## src/rtl/regfile_pkg.sv

```systemverilog
// Shared defaults and constants for the byte-enabled register file.
package regfile_pkg;

    localparam int unsigned DEF_DATA_WIDTH = 32;
    localparam int unsigned DEF_DEPTH      = 32;
    localparam int unsigned DEF_ADDR_WIDTH = 5;
    localparam int unsigned BYTES          = DEF_DATA_WIDTH / 8;

    localparam logic [DEF_DATA_WIDTH-1:0] ZERO_WORD = '0;

endpackage

```

## src/rtl/regfile_word.sv

```systemverilog
// One storage word with per-byte load enables and asynchronous active-low clear.
module regfile_word
    import regfile_pkg::*;
#(
    parameter int unsigned DATA_WIDTH = DEF_DATA_WIDTH,
    parameter int unsigned NUM_BYTES  = BYTES
) (
    input  logic                  clk,
    input  logic                  reset,
    input  logic [NUM_BYTES-1:0]  be,
    input  logic [DATA_WIDTH-1:0] d,
    output logic [DATA_WIDTH-1:0] q
);

    logic [DATA_WIDTH-1:0] word_q;

    always_ff @(posedge clk or negedge reset) begin
        if (!reset) begin
            word_q <= '0;
        end else begin
            for (int b = 0; b < int'(NUM_BYTES); b++) begin
                if (be[b]) begin
                    word_q[8*b +: 8] <= d[8*b +: 8];
                end
            end
        end
    end

    assign q = word_q;

endmodule

```

## src/rtl/regfile_be.sv

```systemverilog
// Multi-port register file: NUM_RD combinational reads, one byte-enabled synchronous write,
// optional hardwired zero entry and optional same-cycle write-to-read forwarding.
module regfile_be
    import regfile_pkg::*;
#(
    parameter int unsigned DATA_WIDTH = DEF_DATA_WIDTH,
    parameter int unsigned DEPTH      = DEF_DEPTH,
    parameter int unsigned ADDR_WIDTH = DEF_ADDR_WIDTH,
    parameter int unsigned NUM_RD     = 2,
    parameter bit          ZERO_REG   = 1'b1,
    parameter bit          BYPASS     = 1'b0
) (
    input  logic                         clk,
    input  logic                         reset,
    input  logic                         enable,
    input  logic [ADDR_WIDTH-1:0]        wr_regnum,
    input  logic [DATA_WIDTH-1:0]        wr_data,
    input  logic [DATA_WIDTH/8-1:0]      wr_be,
    input  logic [NUM_RD*ADDR_WIDTH-1:0] rd_regnum,
    output logic [NUM_RD*DATA_WIDTH-1:0] rd_data
);

    localparam int unsigned NB = DATA_WIDTH / 8;

    logic [DATA_WIDTH-1:0] mem [DEPTH];
    logic                  wr_ok;

    // A write is live only for an in-range entry that is not the hardwired zero.
    assign wr_ok = reset && enable && (32'(wr_regnum) < DEPTH) &&
                   !(ZERO_REG && (wr_regnum == '0));

    for (genvar i = 0; i < int'(DEPTH); i++) begin : g_word
        logic [NB-1:0] word_be;

        assign word_be = (wr_ok && (wr_regnum == ADDR_WIDTH'(i))) ? wr_be : '0;

        regfile_word #(
            .DATA_WIDTH (DATA_WIDTH),
            .NUM_BYTES  (NB)
        ) u_word (
            .clk   (clk),
            .reset (reset),
            .be    (word_be),
            .d     (wr_data),
            .q     (mem[i])
        );
    end

    for (genvar k = 0; k < int'(NUM_RD); k++) begin : g_rd
        logic [ADDR_WIDTH-1:0] addr;
        logic [DATA_WIDTH-1:0] word;

        assign addr = rd_regnum[k*ADDR_WIDTH +: ADDR_WIDTH];

        always_comb begin
            word = '0;
            if (reset && (32'(addr) < DEPTH) && !(ZERO_REG && (addr == '0))) begin
                word = mem[addr];
                // Forward the merged write value when reading the entry being written.
                if (BYPASS && wr_ok && (addr == wr_regnum)) begin
                    for (int b = 0; b < int'(NB); b++) begin
                        if (wr_be[b]) begin
                            word[8*b +: 8] = wr_data[8*b +: 8];
                        end
                    end
                end
            end
        end

        assign rd_data[k*DATA_WIDTH +: DATA_WIDTH] = word;
    end

endmodule

```

## config.mk

```make
export PLATFORM = sky130hd
export DESIGN_NAME = regfile_be
export DESIGN_NICKNAME = d
export VERILOG_FILES = /design/src/rtl/regfile_pkg.sv /design/src/rtl/regfile_word.sv /design/src/rtl/regfile_be.sv
export SDC_FILE = /design/constraint.sdc
export NUM_CORES = 2
export LEC_CHECK = 0
export CAP_MARGIN = 30
export CORE_ASPECT_RATIO = 2
export CORE_MARGIN = 5
export CORE_UTILIZATION = 31
export CTS_CLUSTER_SIZE = 16
export DETAILED_ROUTE_END_ITERATION = 8
export PLACE_DENSITY = 0.49
export SYNTH_ARGS = -nofsm -noshare
export SYNTH_HDL_FRONTEND = slang
export SYNTH_HIERARCHICAL = 1
export SYNTH_SLANG_ARGS = --single-unit
```

## constraint.sdc

```tcl
create_clock -name clk -period 2.45 [get_ports clk]
set_clock_uncertainty 0.05 [all_clocks]
set_input_delay 0.245 -clock clk [delete_from_list [all_inputs] [get_ports clk]]
set_output_delay 0.245 -clock clk [all_outputs]
set_load 0.05 [all_outputs]
```

# [Word level (Yosys, flattened, before mapping)]
# Cells that the tools add are included.
[word_totals] reg_bits=1024 out_inout_bits=64 inputBits=54
[op_classes] n_eq_ne=31 bitwise=2 muxes=40 n_reduce_logical=42 n_lt_le_gt_ge=2
[op_table] operator="binary-select mux 32 bit (select 5 bit)" count=2
[op_table] operator="two-way mux 32 bit" count=6
[op_table] operator="two-way mux 4 bit" count=32
[op_table] operator="equality test 5 bit, second input constant" count=16
[op_table] operator="equality test 5 x 4 -> 1 bit, second input constant" count=8
[op_table] operator="logical AND 1 bit" count=36
[op_table] operator="equality test 5 x 3 -> 1 bit, second input constant" count=4
[op_table] operator="logical NOT 5 bit" count=3
[op_table] operator="greater-or-equal comparator 6 bit, second input constant" count=2
[op_table] operator="NOT 5 -> 6 bit" count=2
[op_table] operator="equality test 5 x 2 -> 1 bit, second input constant" count=2
[op_table] operator="equality test 5 x 1 -> 1 bit, second input constant" count=1
[op_table] operator="logical NOT 1 bit" count=3

# [Logic depth before layout (Yosys ltp)]
[logic_depth] ltp_word=5 mapped_depth=8 ltp_nobuf=5

# [Cells and area by module]
# The synthesis kept the hierarchy.
[modules_own_cells] module="regfile_word" cells_per_inst=68 seq_area_each_um2=800.8 instances=32 area_per_inst_um2=1326.3
[modules_own_cells] module="regfile_be" cells_per_inst=1866 seq_area_each_um2=0.0 instances=1 area_per_inst_um2=17534.3

# [Least setup slack after synthesis]
# Ideal clock, no wire load.
[synth_path] path_type="input port to output port" startpoint="input rd_regnum[6]" endpoint="output rd_data[52]" stages=6 slack_ns=0.171 path_buffers=2 required_time_ns=2.155 arrival_ns=1.984 cell_sequence="buf_2 -> buf_1 -> mux4_2 -> a22o_1 -> a31oi_1 -> nand4_1"
[synth_via] elab_chain_len=5 elab_cells_between_ends=8 cone_classes="mux: 4; bitwise: 1; reduce/logical: 3"
[synth_rtl] element="from (decl)" line="regfile_be.sv:19" rtl="input logic [NUM_RD*ADDR_WIDTH-1:0] rd_regnum,"
[synth_rtl] element="NOT 5 -> 6 bit (implied by the code)" line="regfile_be.sv:58" rtl="word = mem[addr];"
[synth_rtl] element="binary-select mux 32 bit (select 5 bit)" line="regfile_be.sv:58"
[synth_rtl] element="two-way mux 32 bit (implied by the code) (2 in series)" line="regfile_be.sv:58"
[synth_rtl] element="two-way mux 32 bit (*)" line="regfile_be.sv:57" rtl="if (reset && (32'(addr) < DEPTH) && !(ZERO_REG && (addr == '0))) begin"
[synth_rtl] element="to (decl)" line="regfile_be.sv:20" rtl="output logic [NUM_RD*DATA_WIDTH-1:0] rd_data"
# Every way passes the cells marked *; elsewhere a longest branch is shown, timed or not. The select of a mux whose other input is x is not followed.

# [Worst setup path after layout]
[layout_path] startpoint="register g_word[14].u_word.word_q[15]" endpoint="output rd_data[15]"
[layout_via] elab_chain_len=4
[layout_rtl] element="from (decl)" line="regfile_word.sv:15" rtl="logic [DATA_WIDTH-1:0] word_q;"
[layout_rtl] element="from (signal, indexed assignment)" line="regfile_word.sv:23" rtl="word_q[8*b +: 8] <= d[8*b +: 8];"
[layout_rtl] element="binary-select mux 32 bit (select 5 bit)" line="regfile_be.sv:58"
[layout_rtl] element="two-way mux 32 bit (implied by the code) (2 in series)" line="regfile_be.sv:58"
[layout_rtl] element="two-way mux 32 bit" line="regfile_be.sv:57"
# Every way passes these cells. The select of a mux whose other input is x is not followed.

==> flow_metrics.py <==
metrics = {
    "setup_path": {
        "path_cells": "mux4_2 -> a22o_1 -> a31oi_4 -> nand4_1 -> buf_4 -> buf_12",
        "cp-start-kind": "flop",
        "slowest_stage": "mux4_2",
        "rrSetupSlack_ns": 1.34,
        "max_stage_delay_ns": 0.47,
        "arrival_ns": 2.95,
        "required_ns": 2.15,
        "critPathKind": "reg -> out",
        "worstPathMaxFanout": 3,
        "end_kind": "output pin",
    },
    "cells_and_area": {
        "final_common_cell": "mux2_4",
        "n_fill_cell": 18100,
        "fin_cells": 7204,
        "post-route-cell-area_um2": 74700,
        "post-route-util_pct": 38.7,
        "drive_gt1_share_pct": 48.9,
        "largest_reg_flops": 1024,
        "synthToLayoutAreaGrowth_pct": 24.5,
        "nets": 4637,
        "final_cell_mix": "1024 x mux2_4, 1023 x dfrtp_1, 520 x mux2i_1",
    },
    "power": {
        "p_comb_share_pct": 18.1,
        "p_per_area_nw_per_um2": 602,
        "p_leak_nw": 33.7,
        "seqPwrFrac_pct": 43.4,
        "clock_power_share_pct": 38.5,
        "switching_share_pct": 27.8,
        "peakVddDrop_v": 0.000584,
        "power.switching_mw": 12.5,
        "intPower_mw": 32.4,
    },
    "route": {
        "viasPerCell": 5.39,
        "first_pass_iters": 6,
        "drt_wl_total_mm": 228,
        "wl_per_cell_um": 31.6,
        "drt_iter0_drc": 2474,
        "route.detailed.drc": 0,
        "ant_nets": 0,
        "via_count": 38800,
    },
    "worst_hold_path": {
        "hp-class": "in -> async",
    },
    "global_route": {
        "antenna_found_initial": 8,
        "grt_pass1_wl_mm": 323,
        "grt_max_degree": 174,
        "track_usage_pct": 21.7,
        "grt_overflow": 0,
        "grt_pass1_vias": 42600,
    },
    "cts": {
        "clk_pin_slew_ns": 0.07,
        "clkLatencyLatePin_ns": 0.73,
        "cts_tree": "yes",
        "cts_buffers": 97,
        "tritoncts_num_sinks": 1024,
        "ctsHtreeMaxLevel": 3,
        "root_buffer": "clkbuf_16",
        "clock_path_buffers": 3,
    },
    "synthesis": {
        "synth_mux_area_share_pct": 43.8,
        "synth_xor_area_share_pct": 0,
        "synth.avg_cell_area_um2": 14.8,
        "synth_top_family_by_area": "multiplexers",
        "synth_top_area_share_pct": 42.7,
        "synth.yosys.warnings": 6,
        "synth.distinct_cells": 30,
        "ys_seq_area_share_pct": 42.7,
        "synth-compound-area-share_pct": 4.84,
        "synth_adder_area_share_pct": 0,
        "synth_area_leader_cell": "dfrtp_1",
        "yosys.area_share.simple_pct": 4.20,
        "synthTopCellsByArea": "dfrtp_1 43%, mux2_4 26%, mux4_2 9.5%",
        "syn_inst": 4042,
        "ys_ff_latch": 1024,
        "syn-cell-area_um2": 60000,
    },
    "run_status": {
        "status": "finished with violations",
        "violations": "negative setup slack",
    },
    "floorplan": {
        "fp.dieW_um": 321,
        "core_area_um2": 193000,
        "die_h_um": 632,
        "die-area_um2": 203000,
        "placementRows": 228,
        "initial_core_util_pct": 31.1,
        "ios": 118,
    },
    "placed_design": {
        "place_hpwl_mm": 161,
        "portBuffers": 117,
        "placed_cell_area_um2": 70000,
        "dp.cells": 6942,
        "place_congestion": 0.897,
    },
    "job": {
        "drv_cap": 0,
    },
    "sta": {
        "fin_crit_sh_pct": 133,
        "slew_headroom_pct": 32.4,
        "hold_ws_ns": 0.0481,
        "worst_pin_slew_ns": 1.01,
        "rsz0062_at_grt": "yes",
        "finalSetupTns_ns": -26.35,
        "setup_violations": 64,
        "slew_viol_final": 0,
        "fmax_mhz": 308,
        "period_minus_slack_ns": 3.25,
        "timing.final.ws_setup_ns": -0.797,
        "hold_violations": 0,
    },
}
cells in the mapped netlist:
library cell,count
dfrtp_1,1024
mux2_4,1024
mux2i_1,520
a22oi_1,264
mux4_2,252
buf_6,140
nand3_1,137
and2_1,130
clkbuf_1,105
buf_2,88
nand4_1,66
nand2_1,64
a22o_1,58
a31oi_1,58
nor2_1,39
buf_4,32
nor2b_1,10
a32oi_1,4
buf_1,4
nor2_2,4
and3_1,3
and4b_1,3
nor4bb_1,3
nand2b_1,2
nor3b_1,2
o31a_1,2
and3b_1,1
conb_1,1
nor3b_2,1
or2_2,1
worst max-delay path: cells and delay by family (launching register included):
family	cells	cell delay, ns
simple gates	1	0.40
buf+inv	2	0.43
compound gates	2	0.55
mux	1	0.47
flops	1	0.41
layout make-up:
cell class              count  area, µm²  share of cell area [%]
clock inverters            47        738                   0.988
clock buffers             135       2790                    3.74
well taps                2530       3170                    4.24
diodes                      8       20.0                  0.0268
repair buffers            808      10000                    13.4
multi-input cells        2652      32300                    43.3
flip-flops and latches   1024      25600                    34.3
per-stage QoR:
step / total power, mW / setup WS (ns)
after global placement: 27.6 / -0.871
after floorplan: 24.2 / 0.171
after detailed placement: 27.7 / -0.894
after CTS: 45.3 / -0.888
after global routing: 46.5 / -0.856
final: 44.9 / -0.797
final timing paths:
check | to | depth (start not counted) | from
max in group asynchronous | g_word[11].u_word/q[15] | 5 | reset
min in group clk | g_word[29].u_word/q[31] | 3 | wr_data[31]
min | g_word[4].u_word/q[13] | 4 | reset
min reg2reg | g_word[11].u_word/q[8] | 1 | g_word[11].u_word/q[8]
max | rd_data[15] | 6 | g_word[14].u_word/q[15]
max reg2reg | g_word[14].u_word/q[10] | 3 | g_word[14].u_word/q[10]
what timing repair did:
item	4_1_cts	5_1_grt
gates cloned	0	1
endpoints found under the setup margin	64	64
pin swaps	120	44
hold buffers	7	0
setup buffers	45	29
hold endpoints to repair	211	0
gates resized for setup	84	18
logic make-up after synthesis:
group | Yosys count
AO/OA/AOI/OAI | 386
buffers and inverters | 369
flip-flops | 1024
multiplexers | 1796
other | 1
AND/OR/NAND/NOR | 466
power by group through the flow:
| stage | clock network [mW] | logic [mW] | registers, mW |
|---|---|---|---|
| after floorplan | 0 | 4.80 | 19.3 |
| after global placement | 0 | 7.85 | 19.7 |
| after detailed placement | 0 | 7.89 | 19.8 |
| after CTS | 17.7 | 8.13 | 19.5 |
| after global routing | 18.3 | 8.54 | 19.7 |
| final | 17.3 | 8.15 | 19.5 |
metal layers:
metal	vias to the layer above	track usage, %	wire length (µm)
met5	-	0	29
met4	4	12.1	15700
met3	464	2.50	8970
met2	1146	39.9	119000
met1	20800	24.3	84100
li1	16400	-	-
Note: power is estimated with default switching activity, not from simulation.
